--- config.mk ---
export PLATFORM = sky130hd
export DESIGN_NAME = stack_ctrl_flat
export DESIGN_NICKNAME = d
export VERILOG_FILES = /design/src/rtl/stack_pkg.sv /design/src/rtl/stack_ctrl_if.sv /design/src/rtl/stack_alu.sv /design/src/rtl/stack_ctrl.sv /design/src/flat_wrapper.sv
export SDC_FILE = /design/constraint.sdc
export NUM_CORES = 1
export LEC_CHECK = 0
export BUFFER_PORTS_ARGS = -buffer_cell sky130_fd_sc_hd__buf_2
export CORE_MARGIN = 1.5
export CORE_UTILIZATION = 40
export CTS_BUF_LIST = sky130_fd_sc_hd__clkbuf_8
export DETAILED_ROUTE_END_ITERATION = 10
export HOLD_SLACK_MARGIN = 0.1
export PLACE_DENSITY_LB_ADDON = 0.2
export SKIP_LAST_GASP = 1
export SLEW_MARGIN = 10
export SYNTH_ARGS = -nofsm -noshare
export SYNTH_HDL_FRONTEND = slang
export SYNTH_SLANG_ARGS = --single-unit
--- constraint.sdc ---
create_clock -name clock -period 3.2 [get_ports clock]
set_clock_uncertainty 0.1 [all_clocks]
set_input_delay 0.32 -clock clock [delete_from_list [all_inputs] [get_ports clock]]
set_output_delay 0.32 -clock clock [all_outputs]
set_load 0.1 [all_outputs]
--- src/rtl/stack_pkg.sv ---
// Shared types and default sizes for the stack controller.
// Opcode and FSM state encodings used by the controller and its ALU.
package stack_pkg;

    localparam int DEF_DATA_W = 8;
    localparam int DEF_DEPTH  = 8;
    localparam int DEF_SEL_W  = $clog2(DEF_DEPTH);

    typedef enum logic [2:0] {
        OP_NOP  = 3'd0,
        OP_PUSH = 3'd1,
        OP_POP  = 3'd2,
        OP_DUP  = 3'd3,
        OP_SWAP = 3'd4,
        OP_ADD  = 3'd5,
        OP_SUB  = 3'd6,
        OP_RSVD = 3'd7
    } op_e;

    typedef enum logic [1:0] {
        IDLE = 2'd0,
        EXEC = 2'd1,
        WB   = 2'd2
    } state_e;

endpackage

--- src/rtl/stack_ctrl_if.sv ---
// Opcode/response handshake bundle and the register-file port bundle.
// The controller is the slave of the op bundle and the master of the regfile.
interface stack_op_if
    import stack_pkg::*;
#(
    parameter int DATA_W = DEF_DATA_W
);
    logic              op_valid;
    logic              op_ready;
    logic [2:0]        op_code;
    logic [DATA_W-1:0] op_imm;
    logic              resp_valid;
    logic [DATA_W-1:0] resp_data;
    logic              resp_err;

    modport master (
        output op_valid, op_code, op_imm,
        input  op_ready, resp_valid, resp_data, resp_err
    );

    modport slave (
        input  op_valid, op_code, op_imm,
        output op_ready, resp_valid, resp_data, resp_err
    );
endinterface

interface stack_rf_if
    import stack_pkg::*;
#(
    parameter int DATA_W = DEF_DATA_W,
    parameter int SEL_W  = DEF_SEL_W
);
    logic [SEL_W-1:0]  re_sel_a;
    logic [SEL_W-1:0]  re_sel_b;
    logic [DATA_W-1:0] re_data_a;
    logic [DATA_W-1:0] re_data_b;
    logic [SEL_W-1:0]  wr_sel_a;
    logic [SEL_W-1:0]  wr_sel_b;
    logic [DATA_W-1:0] wr_data_a;
    logic [DATA_W-1:0] wr_data_b;
    logic              wr_en_a;
    logic              wr_en_b;

    modport master (
        output re_sel_a, re_sel_b,
        input  re_data_a, re_data_b,
        output wr_sel_a, wr_sel_b, wr_data_a, wr_data_b,
        output wr_en_a, wr_en_b
    );

    modport slave (
        input  re_sel_a, re_sel_b,
        output re_data_a, re_data_b,
        input  wr_sel_a, wr_sel_b, wr_data_a, wr_data_b,
        input  wr_en_a, wr_en_b
    );
endinterface

--- src/rtl/stack_alu.sv ---
// Combinational add/subtract for the stack controller writeback path.
// carry_o is the carry-out for ADD and the borrow (N < T) for SUB.
module stack_alu
    import stack_pkg::*;
#(
    parameter int DATA_W = DEF_DATA_W
) (
    input  op_e               op_i,
    input  logic [DATA_W-1:0] n_i,
    input  logic [DATA_W-1:0] t_i,
    output logic [DATA_W-1:0] res_o,
    output logic              carry_o,
    output logic              zero_o
);
    logic [DATA_W:0] wide;

    always_comb begin
        wide = '0;
        unique case (op_i)
            OP_ADD:  wide = {1'b0, n_i} + {1'b0, t_i};
            OP_SUB:  wide = {1'b0, n_i} - {1'b0, t_i};
            default: wide = '0;
        endcase
    end

    assign res_o   = wide[DATA_W-1:0];
    assign carry_o = wide[DATA_W];
    assign zero_o  = (res_o == '0);

endmodule

--- src/rtl/stack_ctrl.sv ---
// LIFO front end for a 2R/2W register file: IDLE -> EXEC -> WB per op.
// Define STACK_CTRL_FLAGS_EN to register zero/carry flags on ADD/SUB.
module stack_ctrl
    import stack_pkg::*;
#(
    parameter int DATA_W = DEF_DATA_W,
    parameter int DEPTH  = DEF_DEPTH,
    parameter int SEL_W  = DEF_SEL_W
) (
    input  logic           clock,
    input  logic           reset,
    stack_op_if.slave      op,
    stack_rf_if.master     rf,
    output logic [SEL_W:0] depth,
    output logic           err_sticky,
    output logic           flag_z,
    output logic           flag_c
);
    localparam logic [1:0] ST_IDLE = IDLE;
    localparam logic [1:0] ST_EXEC = EXEC;
    localparam logic [1:0] ST_WB   = WB;

    localparam logic [SEL_W:0]   FULL = (SEL_W+1)'(DEPTH);
    localparam logic [SEL_W:0]   TWO  = (SEL_W+1)'(2);
    localparam logic [SEL_W:0]   ONE  = (SEL_W+1)'(1);
    localparam logic [SEL_W-1:0] S1   = SEL_W'(1);
    localparam logic [SEL_W-1:0] S2   = SEL_W'(2);

    logic [1:0]        state_q, state_d;
    op_e               op_q;
    logic [DATA_W-1:0] imm_q;
    logic [DATA_W-1:0] tos_q;
    logic [DATA_W-1:0] nos_q;
    logic              err_q, err_d;
    logic [SEL_W:0]    depth_q, depth_d;
    logic              sticky_q;

    logic              in_exec, in_wb, accept;
    logic [SEL_W-1:0]  sel_d0, sel_m1, sel_m2;
    logic [DATA_W-1:0] alu_res;
    logic              alu_carry, alu_zero;
    logic              wa_en, wb_en;
    logic [SEL_W-1:0]  wa_sel, wb_sel;
    logic [DATA_W-1:0] wa_data, wb_data, rdata;

    assign in_exec     = (state_q == ST_EXEC);
    assign in_wb       = (state_q == ST_WB);
    assign op.op_ready = (state_q == ST_IDLE);
    assign accept      = op.op_valid && op.op_ready;

    // Slot indices wrap modulo DEPTH through SEL_W truncation.
    assign sel_d0 = depth_q[SEL_W-1:0];
    assign sel_m1 = sel_d0 - S1;
    assign sel_m2 = sel_d0 - S2;

    always_comb begin
        state_d = state_q;
        unique case (1'b1)
            (state_q == ST_IDLE): if (accept) state_d = ST_EXEC;
            in_exec:              state_d = ST_WB;
            in_wb:                state_d = ST_IDLE;
            default:              state_d = ST_IDLE;
        endcase
    end

    always_comb begin
        err_d = 1'b0;
        unique case (op_q)
            OP_PUSH: err_d = (depth_q == FULL);
            OP_POP:  err_d = (depth_q == '0);
            OP_DUP:  err_d = (depth_q == FULL) || (depth_q == '0);
            OP_SWAP,
            OP_ADD,
            OP_SUB:  err_d = (depth_q < TWO);
            default: err_d = 1'b0;
        endcase
    end

    always_ff @(posedge clock) begin
        if (reset) begin
            state_q  <= ST_IDLE;
            op_q     <= OP_NOP;
            imm_q    <= '0;
            tos_q    <= '0;
            nos_q    <= '0;
            err_q    <= 1'b0;
            depth_q  <= '0;
            sticky_q <= 1'b0;
        end else begin
            state_q <= state_d;
            if (accept) begin
                op_q  <= op_e'(op.op_code);
                imm_q <= op.op_imm;
            end
            if (in_exec) begin
                tos_q <= rf.re_data_a;
                nos_q <= rf.re_data_b;
                err_q <= err_d;
            end
            if (in_wb) begin
                depth_q  <= depth_d;
                sticky_q <= sticky_q | err_q;
            end
        end
    end

    stack_alu #(
        .DATA_W (DATA_W)
    ) u_alu (
        .op_i    (op_q),
        .n_i     (nos_q),
        .t_i     (tos_q),
        .res_o   (alu_res),
        .carry_o (alu_carry),
        .zero_o  (alu_zero)
    );

    always_comb begin
        wa_en   = 1'b0;
        wb_en   = 1'b0;
        wa_sel  = '0;
        wb_sel  = '0;
        wa_data = '0;
        wb_data = '0;
        rdata   = '0;
        depth_d = depth_q;
        if (in_wb && !err_q) begin
            unique case (op_q)
                OP_PUSH: begin
                    wa_en   = 1'b1;
                    wa_sel  = sel_d0;
                    wa_data = imm_q;
                    rdata   = imm_q;
                    depth_d = depth_q + ONE;
                end
                OP_POP: begin
                    rdata   = tos_q;
                    depth_d = depth_q - ONE;
                end
                OP_DUP: begin
                    wa_en   = 1'b1;
                    wa_sel  = sel_d0;
                    wa_data = tos_q;
                    rdata   = tos_q;
                    depth_d = depth_q + ONE;
                end
                OP_SWAP: begin
                    wa_en   = 1'b1;
                    wa_sel  = sel_m1;
                    wa_data = nos_q;
                    wb_en   = 1'b1;
                    wb_sel  = sel_m2;
                    wb_data = tos_q;
                    rdata   = nos_q;
                end
                OP_ADD,
                OP_SUB: begin
                    wa_en   = 1'b1;
                    wa_sel  = sel_m2;
                    wa_data = alu_res;
                    rdata   = alu_res;
                    depth_d = depth_q - ONE;
                end
                default: rdata = (depth_q != '0) ? tos_q : '0;
            endcase
        end
    end

    // Reset in the WB cycle must still suppress the commit and the strobe.
    assign rf.re_sel_a  = in_exec ? sel_m1 : '0;
    assign rf.re_sel_b  = in_exec ? sel_m2 : '0;
    assign rf.wr_en_a   = wa_en & ~reset;
    assign rf.wr_en_b   = wb_en & ~reset;
    assign rf.wr_sel_a  = wa_sel;
    assign rf.wr_sel_b  = wb_sel;
    assign rf.wr_data_a = wa_data;
    assign rf.wr_data_b = wb_data;

    assign op.resp_valid = in_wb & ~reset;
    assign op.resp_err   = in_wb & err_q & ~reset;
    assign op.resp_data  = rdata;

    assign depth      = depth_q;
    assign err_sticky = sticky_q;

`ifdef STACK_CTRL_FLAGS_EN
    logic fz_q, fc_q;

    always_ff @(posedge clock) begin
        if (reset) begin
            fz_q <= 1'b0;
            fc_q <= 1'b0;
        end else if (in_wb && !err_q &&
                     (op_q == OP_ADD || op_q == OP_SUB)) begin
            fz_q <= alu_zero;
            fc_q <= alu_carry;
        end
    end

    assign flag_z = fz_q;
    assign flag_c = fc_q;
`else
    logic unused_flags;
    assign unused_flags = alu_zero ^ alu_carry;
    assign flag_z = 1'b0;
    assign flag_c = 1'b0;
`endif

endmodule

--- src/flat_wrapper.sv ---
// flat-port wrapper written by rule: the top's interface ports become plain ports
module stack_ctrl_flat import stack_pkg::*;
#(
    parameter int DATA_W = DEF_DATA_W,
    parameter int DEPTH  = DEF_DEPTH,
    parameter int SEL_W  = DEF_SEL_W
)
  (clock, reset, depth, err_sticky, flag_z, flag_c, op_op_valid, op_op_code, op_op_imm, op_op_ready, op_resp_valid, op_resp_data, op_resp_err, rf_re_sel_a, rf_re_sel_b, rf_re_data_a, rf_re_data_b, rf_wr_sel_a, rf_wr_sel_b, rf_wr_data_a, rf_wr_data_b, rf_wr_en_a, rf_wr_en_b);
  stack_op_if #(.DATA_W(DATA_W)) op_i ();
  stack_rf_if #(.DATA_W(DATA_W), .SEL_W(SEL_W)) rf_i ();
  input  logic clock;
  input  logic reset;
  output logic [SEL_W:0] depth;
  output logic err_sticky;
  output logic flag_z;
  output logic flag_c;
  input wire logic [$bits(op_i.op_valid)-1:0] op_op_valid;
  input wire logic [$bits(op_i.op_code)-1:0] op_op_code;
  input wire logic [$bits(op_i.op_imm)-1:0] op_op_imm;
  output wire logic [$bits(op_i.op_ready)-1:0] op_op_ready;
  output wire logic [$bits(op_i.resp_valid)-1:0] op_resp_valid;
  output wire logic [$bits(op_i.resp_data)-1:0] op_resp_data;
  output wire logic [$bits(op_i.resp_err)-1:0] op_resp_err;
  output wire logic [$bits(rf_i.re_sel_a)-1:0] rf_re_sel_a;
  output wire logic [$bits(rf_i.re_sel_b)-1:0] rf_re_sel_b;
  input wire logic [$bits(rf_i.re_data_a)-1:0] rf_re_data_a;
  input wire logic [$bits(rf_i.re_data_b)-1:0] rf_re_data_b;
  output wire logic [$bits(rf_i.wr_sel_a)-1:0] rf_wr_sel_a;
  output wire logic [$bits(rf_i.wr_sel_b)-1:0] rf_wr_sel_b;
  output wire logic [$bits(rf_i.wr_data_a)-1:0] rf_wr_data_a;
  output wire logic [$bits(rf_i.wr_data_b)-1:0] rf_wr_data_b;
  output wire logic [$bits(rf_i.wr_en_a)-1:0] rf_wr_en_a;
  output wire logic [$bits(rf_i.wr_en_b)-1:0] rf_wr_en_b;
  assign op_i.op_valid = op_op_valid;
  assign op_i.op_code = op_op_code;
  assign op_i.op_imm = op_op_imm;
  assign op_op_ready = op_i.op_ready;
  assign op_resp_valid = op_i.resp_valid;
  assign op_resp_data = op_i.resp_data;
  assign op_resp_err = op_i.resp_err;
  assign rf_re_sel_a = rf_i.re_sel_a;
  assign rf_re_sel_b = rf_i.re_sel_b;
  assign rf_i.re_data_a = rf_re_data_a;
  assign rf_i.re_data_b = rf_re_data_b;
  assign rf_wr_sel_a = rf_i.wr_sel_a;
  assign rf_wr_sel_b = rf_i.wr_sel_b;
  assign rf_wr_data_a = rf_i.wr_data_a;
  assign rf_wr_data_b = rf_i.wr_data_b;
  assign rf_wr_en_a = rf_i.wr_en_a;
  assign rf_wr_en_b = rf_i.wr_en_b;
  stack_ctrl #(.DATA_W(DATA_W), .DEPTH(DEPTH), .SEL_W(SEL_W)) u_core (.clock(clock), .reset(reset), .op(op_i), .rf(rf_i), .depth(depth), .err_sticky(err_sticky), .flag_z(flag_z), .flag_c(flag_c));
endmodule
Word level (Yosys, flattened, before mapping) --
Cells that the tools add are included.
Operators by class: $add $sub $neg 6, magnitude comparators 1, mux-type cells 22, bitwise logic cells 7, reduce and logical (&&, ||, !) cells 15, equality and inequality tests 10
Operator list (count):
- 8-bit case mux with 4 select lines | 2
- 8-bit two-way mux | 5
- 8-bit case mux with 2 select lines | 1
- 3-bit two-way mux | 5
- 3-bit equality test (second input constant) | 3
- 3-bit case mux with 3 select lines | 1
- 8-bit adder | 1
- 4-bit case mux with 2 select lines | 1
- 8-bit subtractor | 1
- 3-bit by 2-bit equality test with 1-bit output (second input constant) | 2
- 2-bit OR reduction | 3
- 3-bit OR reduction | 2
- 1-bit AND | 5
- 5-bit OR reduction | 1
- 4-bit by 1-bit adder with 4-bit output (second input constant) | 1
- 4-bit equality test (second input constant) | 1
- 4-bit logical NOT | 1
- 4-bit by 2-bit < comparator with 1-bit output (second input constant) | 1
- 1-bit two-way mux | 4
- 1-bit case mux with 4 select lines | 1
- 2-bit case mux with 2 select lines | 1
- 4-bit nonzero test | 1
- 4-bit by 1-bit subtractor with 4-bit output (second input constant) | 1
- 3-bit by 1-bit equality test with 1-bit output (second input constant) | 1
- other kinds (14) | 15
Storage, ports and cells: bits of input ports 30, output and inout bits 48, register bits after elaboration 35

Longest topological paths before layout --
Gate-level depths: netlist of the first run.
depth after elaboration 5, depth in mapped cells 14, gate-level depth less buffers 12

By module --
From an unflattened synthesis of the first run, not the netlist that was laid out.
Second synthesis, totals: cell total of the unflattened synthesis 405, area total of the unflattened synthesis 2871.5 sq um
Modules (own cells, without submodules):
- stack_ctrl | times used 1, area an instance 2222.1 sq um, cells each 314
- stack_alu | times used 1, area an instance 649.4 sq um, cells each 91

Least setup slack after synthesis of the first run --
Ideal clock, no wire load.
path type register to output, start register u_core.op_q[2], end output op_resp_data[5], data arrival time 3.928 ns, path slack -1.148 ns, buffers on the path 2, required time 2.780 ns, cell stages (with the launch flop) 14, cell sequence dfxtp_1 buf_2 clkbuf_1 nand2_1 nor2_1 a21o_1 inv_1 ha_1 nor2b_1 o31a_1 o21ai_0 and3_1 o21ai_0 a31oi_1
Between the ends: word-level cells in the longest chain between the ends 4, elaborated cells between the ends (all ways) 11
Ends and longest elaborated chain:
- from (decl) | line stack_ctrl.sv:30 | op_e op_q;
- from (signal assigned) | line stack_ctrl.sv:92 | op_q <= op_e'(op.op_code);
- 3-bit equality test or 3-bit by 2-bit equality test with 1-bit output (tied branches) | line stack_alu.sv:19, stack_ctrl.sv:128
- 8-bit case mux with 2 select lines (tied with other cells) | line stack_alu.sv:19 | unique case (op_i)
- 8-bit case mux with 4 select lines * | line stack_ctrl.sv:128 | unique case (op_q)
- 8-bit two-way mux * | line stack_ctrl.sv:127 | if (in_wb && !err_q) begin
- to (decl) | line flat_wrapper.sv:22 | output wire logic [$bits(op_i.resp_data)-1:0] op_resp_data;
Every way passes the cells marked *; elsewhere a longest branch is shown, timed or not.

Worst setup path after layout of the first run --
start register u_core.op_q[0], end output op_resp_data[6]
The elaborated chain is that of the path after synthesis.

==> results of run 1 <==
layout make-up:
cell class	instances	area, sq um
inverters	11	46.3
multi-input cells	302	1900
well taps	75	93.8
clock buffers	5	68.8
flip-flops and latches	35	717
repair buffers	94	737
clock inverters	3	67.6
fillers	567	2390
synth_stat cells (2+ instances only):
cell	instances	area (sq um)
ha_1	11	138
xnor2_1	9	78.8
dfxtp_1	35	701
clkbuf_1	13	48.8
nand3_1	6	30.0
o21ai_0	16	80.1
xor2_1	6	52.6
inv_1	10	37.5
buf_4	3	22.5
o21a_1	5	37.5
and2_1	7	43.8
fa_1	2	40.0
nor2b_1	7	43.8
buf_2	3	15.0
a21oi_1	55	275
nand2b_1	2	12.5
buf_6	2	22.5
a21o_1	3	22.5
nand2_1	85	319
or2_2	2	12.5
mux2_2	2	22.5
o211ai_1	3	22.5
a211oi_1	2	15.0
nor3_1	7	35.0
nor2_1	42	158
a22oi_1	6	45.0
a21oi_2	3	26.3
a31oi_1	4	25.0
buf_1	3	11.3
tightest hold or removal path, stage by stage:
cell and delay [ps]:
buf_2 100, nand2_1 40, a21oi_1 50
worst paths after layout:
kind | to | depth (start not counted)
max | op_resp_data[6] | 12
min | u_core.tos_q[2]$_SDFFE_PP0P_ | 3
max reg2reg | u_core.depth[3]$_SDFFE_PP0P_ | 12
min reg2reg | u_core.imm_q[1]$_SDFFE_PP0P_ | 2
logic make-up (layout without fill, tap and decap cells):
| group | Yosys count | count (layout) | share of synthesized area (%) |
|---|---|---|---|
| other | 1 | 2 | 0.148 |
| AND/OR/NAND/NOR | 167 | 167 | 28.9 |
| buffers and inverters | 35 | 113 | 6.37 |
| adder cells (fa/ha/maj) | 13 | 13 | 7.01 |
| AO/OA/AOI/OAI | 103 | 103 | 23.8 |
| flip-flops | 35 | 35 | 27.7 |
| XOR/XNOR | 15 | 15 | 5.19 |
| multiplexers | 2 | 2 | 0.889 |
layer usage:
layer	routed length [um]	vias to the layer above
met3	469	12
met4	133	0
met2	3830	109
met5	0	-
met1	3590	1295
li1	-	1403
power by group through the flow:
stage | Combinational [mW] | Clock (mW) | Sequential, mW
after detailed placement | 0.380 | 0 | 0.489
after global routing | 0.465 | 0.524 | 0.484
after floorplan | 0.299 | 0 | 0.486
after CTS | 0.404 | 0.497 | 0.481
after global placement | 0.372 | 0 | 0.489
final | 0.427 | 0.487 | 0.482
timing repair:
action | CTS | global route
endpoints found under the setup margin | 10 | 12
setup buffers | 4 | 0
endpoints found under the hold margin | 0 | 0
pin swaps | 11 | 19
gates resized for setup | 31 | 18
per-stage QoR:
step	setup slack, ps	total power, mW	util [%]
after detailed placement	46.9	0.870	55.1
after global routing	-132	1.47	60.3
final	-2.33	1.40	60.3
after CTS	-8.78	1.38	59.2
after global placement	140	0.860	55.1
after floorplan	-397	0.785	-
sequential cells by signal, summed over array words and instances, names as in the netlist:
name / flops
u_core.imm_q: 8
u_core.nos_q: 8
u_core.tos_q: 8
u_core.depth: 4
u_core.op_q: 3
u_core.state_q: 2
u_core.err_q: 1
u_core.err_sticky: 1
==> impl_metrics.csv, run 1 <==
group,metric,value,unit
route,first_pass_iters,5,
final_layout,drive_gt1_share,35.6,%
global_route,grt_pass1_wl,12900,um
critical_path,crit_type,"reg2out",
synthesis,synth_seq_cells,35,
sta,finalSetupTns,-3.81,ps
route,drc,0,
global_route,grt_overflow_total,0,
synthesis,synthFlopType,"dfxtp_1",
critical_path,path_buf_inv,2,
power,switching_power,472,uW
critical_path,crit_path_cell_trace,"and3b_2, nor2_2, xnor2_1, ha_1, nor2b_1, o21ai_0, a21oi_1, or3_1, a31oi_1, buf_4, a21oi_4, buf_12",
final_layout,antennaDiodeCount,0,
global_route,use_met3,4.40,%
synthesis,yosysSeqAreaShare,27.7,%
clocking,cts_sinks,35,
route,routed_wl,8030,um
power,power_frac_comb,30.6,%
placement,gp_congestion,0.882,
sta,relSlewSlack,34.0,%
critical_path,required,2780,ps
power,p_seq_share,34.5,%
sta,fin_ws,-2.33,ps
outcome,status,"finished, violations left",
route,drtIter0Drc,224,
die,pin_count,78,
power,power_density,384,nW/um^2
clocking,cts_tree,"yes",
global_route,track_usage,25.4,%
sta,rsz0062_at_grt,"yes",
critical_path,max_stage_delay,360,ps
global_route,grt_pass1_vias,2602,
die,initial_core_util,42.0,%
final_layout,area_delta_synth_final,43.5,%
placement,placedInstanceArea,3320,sq um
sta,hold_viol,0,
synthesis,synth-warning-count,0,
critical_path,path_delay_family,"simple AND/OR/NAND/NOR gates",
critical_path,cp-end-kind,"output pin",
clocking,clk_pin_slew,80,ps
synthesis,syn_area,2530,sq um
final_layout,final_cells,525,
power,peakVddDrop,283,uV
global_route,grt_use_met1,34.1,%
die,rows,28,
route,vias,2819,
critical_path,crit_path_start_kind,"flip-flop",
sta,period_minus_slack,3200,ps
sta,drv_slew,0,
clocking,hold_buffers,0,
placement,portBuffers,75,
outcome,violations,"negative setup slack",
power,clkPwrFrac,34.9,%
die,core_area,6030,sq um
sta,setup_viol,2,
clocking,htree_levels,2,
final_layout,final_cell_mix,"nand2_1, buf_2, nor2_1",
sta,fmax,312,MHz
power,swShare,33.8,%
final_layout,nets,492,
critical_path,critPathSlowestCell,"dfxtp_4",
sta,tightestPinTransition,991,ps
power,p_leak,1.51,nW
die,dieArea,6820,sq um
sta,fin_crit_sh,100,%
synthesis,async_flop_share,0,%
synthesis,synth_edf_count,0,
route,drtAntennaViolNets,0,
sta,hold_ws,151,ps
route,vias_per_cell,5.37,
global_route,grtUsageMet2,42.0,%
critical_path,crit_path_start,"u_core.op_q[0]$_SDFFE_PP0P_",
route,wl_per_cell,15.3,um
min_path,hold_path.class,"in2reg",
placement,place_hpwl,6080,um
critical_path,crit_fanout,5,
run,maxCapViolations,0,
die,die_h,82.6,um
clocking,root_buffer,"clkbuf_8",
global_route,gr-max-usage-layer,"met2",
power,internal-power,923,uW
critical_path,r2r_slack,690,ps
critical_path,arrival,2780,ps
final_layout,stdcell_area,3630,sq um
clocking,worst_skew_pair.late_latency,290,ps
clocking,cts_buffers,5,
min_path,hp-start,"rf_re_data_a[2]",
final_layout,layout_commonest_cell,"nand2_1",
synthesis,synthCells,371,
clocking,clockBufferDepth,2,
global_route,grt_max_degree,25,
critical_path,rr_startpoint,"u_core.op_q[1]$_SDFFE_PP0P_",
placement,place_inst,513,
global_route,grt_antenna_before_repair,0,
synthesis,synth_cell_types,46,
synthesis,syn_area_per_cell,6.83,sq um
die,die_w,82.6,um
Power figures use the tool's default switching activity.
==> run 2, diff against run 1 <==
--- a/config.mk
+++ b/config.mk
@@ -10,4 +10,5 @@
 export CORE_UTILIZATION = 40
 export CTS_BUF_LIST = sky130_fd_sc_hd__clkbuf_8
+export CTS_CLUSTER_SIZE = 24
 export DETAILED_ROUTE_END_ITERATION = 10
 export HOLD_SLACK_MARGIN = 0.1
==> constraint.sdc (replaced) <==
create_clock -name clock -period 3.2 [get_ports clock]
set_clock_uncertainty 0.1 [all_clocks]
set_input_delay 0 -clock clock [delete_from_list [all_inputs] [get_ports clock]]
set_output_delay 0 -clock clock [all_outputs]
set_load 0.1 [all_outputs]
==> run 2 against run 1 <==
- the run now ends clean
- sequential share of layout area barely moved
- sequential power barely moved
- largest cell class unchanged
- total power fell by 11%
- wire length rose by 4.4%
- via count rose by 2.7%
- hold slack got worse by 27 ps
- register-to-register slack got worse by 70 ps
- clock power fell by 28%
- global-route usage fell by 0.21 points
- maximum frequency rose by 3.3%
- combinational power fell by 5.4%
==> impl_metrics.csv, run 2 (synthesized netlist as in run 1, its figures left out) <==
group,metric,value,unit
critical_path,max_stage_delay,440,ps
global_route,grt_antenna_before_repair,0,
die,initial_core_util,42.0,%
placement,place_hpwl,5860,um
final_layout,drive_gt1_share,26.0,%
critical_path,crit_path_cell_trace,"inv_1, ha_1, a21o_1, fa_1, xnor2_1, mux2_2, a22oi_1, nor2_1, a31oi_2, a21oi_2, clkbuf_4",
clocking,cts_sinks,35,
final_layout,nets,507,
route,vias_per_cell,5.36,
power,power_density,347,nW/um^2
route,drtIter0Drc,318,
die,rows,28,
final_layout,final_cells,540,
critical_path,crit_type,"reg2out",
final_layout,layout_commonest_cell,"nand2_1",
sta,period_minus_slack,3100,ps
clocking,root_buffer,"clkbuf_8",
power,clkPwrFrac,28.4,%
sta,rsz0062_at_grt,"yes",
route,drc,0,
die,pin_count,78,
clocking,clk_pin_slew,80,ps
power,swShare,38.5,%
power,power_frac_comb,32.5,%
route,first_pass_iters,5,
critical_path,crit_end,"op_resp_data[2]",
clocking,htree_levels,2,
final_layout,final_cell_mix,"nand2_1, buf_2, a21oi_1",
route,wl_per_cell,15.5,um
global_route,track_usage,25.2,%
min_path,hold_path.class,"in2reg",
die,die_w,82.6,um
final_layout,antennaDiodeCount,0,
sta,setup_viol,0,
global_route,grt_overflow_total,0,
clocking,clockBufferDepth,2,
placement,place_inst,505,
critical_path,crit_fanout,7,
critical_path,r2r_slack,620,ps
run,maxCapViolations,0,
sta,relSlewSlack,35.9,%
final_layout,finalCoreUtilization,59.4,%
route,drtAntennaViolNets,0,
outcome,status,"finished, final reports clean",
sta,fmax,323,MHz
sta,drv_slew,0,
power,p_seq_share,39.0,%
global_route,grt_max_degree,39,
critical_path,rr_startpoint,"u_core.op_q[1]$_SDFFE_PP0P_",
min_path,hold-path-cell-count,2,
clocking,post_cts_buffers,0,
final_layout,fillers,557,
critical_path,critPathSlowestCell,"fa_1",
route,vias,2895,
clocking,worst_skew_pair.late_latency,300,ps
global_route,grt_pass1_wl,12800,um
critical_path,r2r-end,"u_core.depth[3]$_SDFFE_PP0P_",
die,core_area,6030,sq um
sta,hold_ws,124,ps
sta,tightestPinTransition,962,ps
power,peakVddDrop,264,uV
critical_path,reg2reg_depth,11,
critical_path,required,3100,ps
critical_path,crit_path_start,"u_core.tos_q[0]$_SDFFE_PP0P_",
final_layout,reg_top3,"u_core.imm_q x8, u_core.nos_q x8, u_core.tos_q x8",
clocking,cts_tree,"yes",
global_route,grt_pass1_vias,2610,
clocking,cts_buffers,5,
die,dieArea,6820,sq um
critical_path,arrival,3000,ps
sta,fin_crit_sh,96.8,%
placement,gp_congestion,0.942,
sta,finalSetupTns,0,ps
die,die_h,82.6,um
sta,hold_viol,0,
power,switching_power,478,uW
placement,portBuffers,75,
power,p_leak,1.49,nW
final_layout,area_delta_synth_final,41.2,%
critical_path,cp-end-kind,"output pin",
power,internal-power,764,uW
route,routed_wl,8380,um
critical_path,crit_path_start_kind,"flip-flop",
run 2: layer usage:
| layer | part of all wire, % | global-route usage [%] | vias to the layer above |
|---|---|---|---|
| met3 | 7.1 | 5.16 | 19 |
| met5 | 0 | 0 | - |
| met4 | 2.5 | 10.3 | 0 |
| met2 | 47 | 40.5 | 143 |
| li1 | - | - | 1430 |
| met1 | 43 | 32.8 | 1303 |
run 2: final cells by class:
| cell class | instances | area, sq um | area share [%] |
|---|---|---|---|
| clock inverters | 3 | 23.8 | 0.665 |
| inverters | 11 | 41.3 | 1.15 |
| well taps | 75 | 93.8 | 2.62 |
| clock buffers | 5 | 68.8 | 1.92 |
| repair buffers | 109 | 887 | 24.8 |
| multi-input cells | 302 | 1760 | 49.1 |
| flip-flops and latches | 35 | 706 | 19.7 |
run 2: power groups by stage:
stage	clock [mW]	combinational, mW	sequential, mW
finish	0.353	0.404	0.485
global route	0.374	0.438	0.488
CTS	0.356	0.392	0.483
detailed placement	0	0.364	0.493
global placement	0	0.359	0.492
floorplan	0	0.291	0.486
run 2: critical path: cells and delay by family (launching register included):
family / cells / cell delay, ps
mux: 1 / 280
flops: 1 / 400
simple gates: 1 / 70
compound gates: 4 / 630
fa+ha+maj: 2 / 740
xor+xnor: 1 / 180
buf+inv: 2 / 390
run 2: timing repair:
| action | CTS | global route |
|---|---|---|
| setup endpoints to repair | 3 | 10 |
| endpoints found under the hold margin | 27 | 0 |
| hold buffers | 27 | 0 |
| gates resized for setup | 2 | 11 |
| pin swaps | 0 | 1 |
run 2: worst min-delay path by stage:
stage                                endpoint          from  slack [ps]
2_1_floorplan    u_core.imm_q[0]$_SDFFE_PP0P_  op_op_imm[0]          40
3_3_place_gp     u_core.imm_q[3]$_SDFFE_PP0P_  op_op_imm[3]         140
3_5_place_dp     u_core.imm_q[7]$_SDFFE_PP0P_  op_op_imm[7]         150
4_1_cts        u_core.state_q[0]$_SDFFE_PP0P_   op_op_valid         130
5_1_grt        u_core.state_q[1]$_SDFFE_PP0P_         reset         180
6_report         u_core.depth[3]$_SDFFE_PP0P_         reset         120
run 2: metrics by stage:
step / power, mW / cell area [sq um] / setup slack, ps
after floorplan: 0.777 / 2600 / -487
after global placement: 0.851 / 3180 / 362
after detailed placement: 0.857 / 3180 / 297
after CTS: 1.23 / 3550 / 3.81
after global routing: 1.30 / 3580 / -44.8
final: 1.24 / 3580 / 101
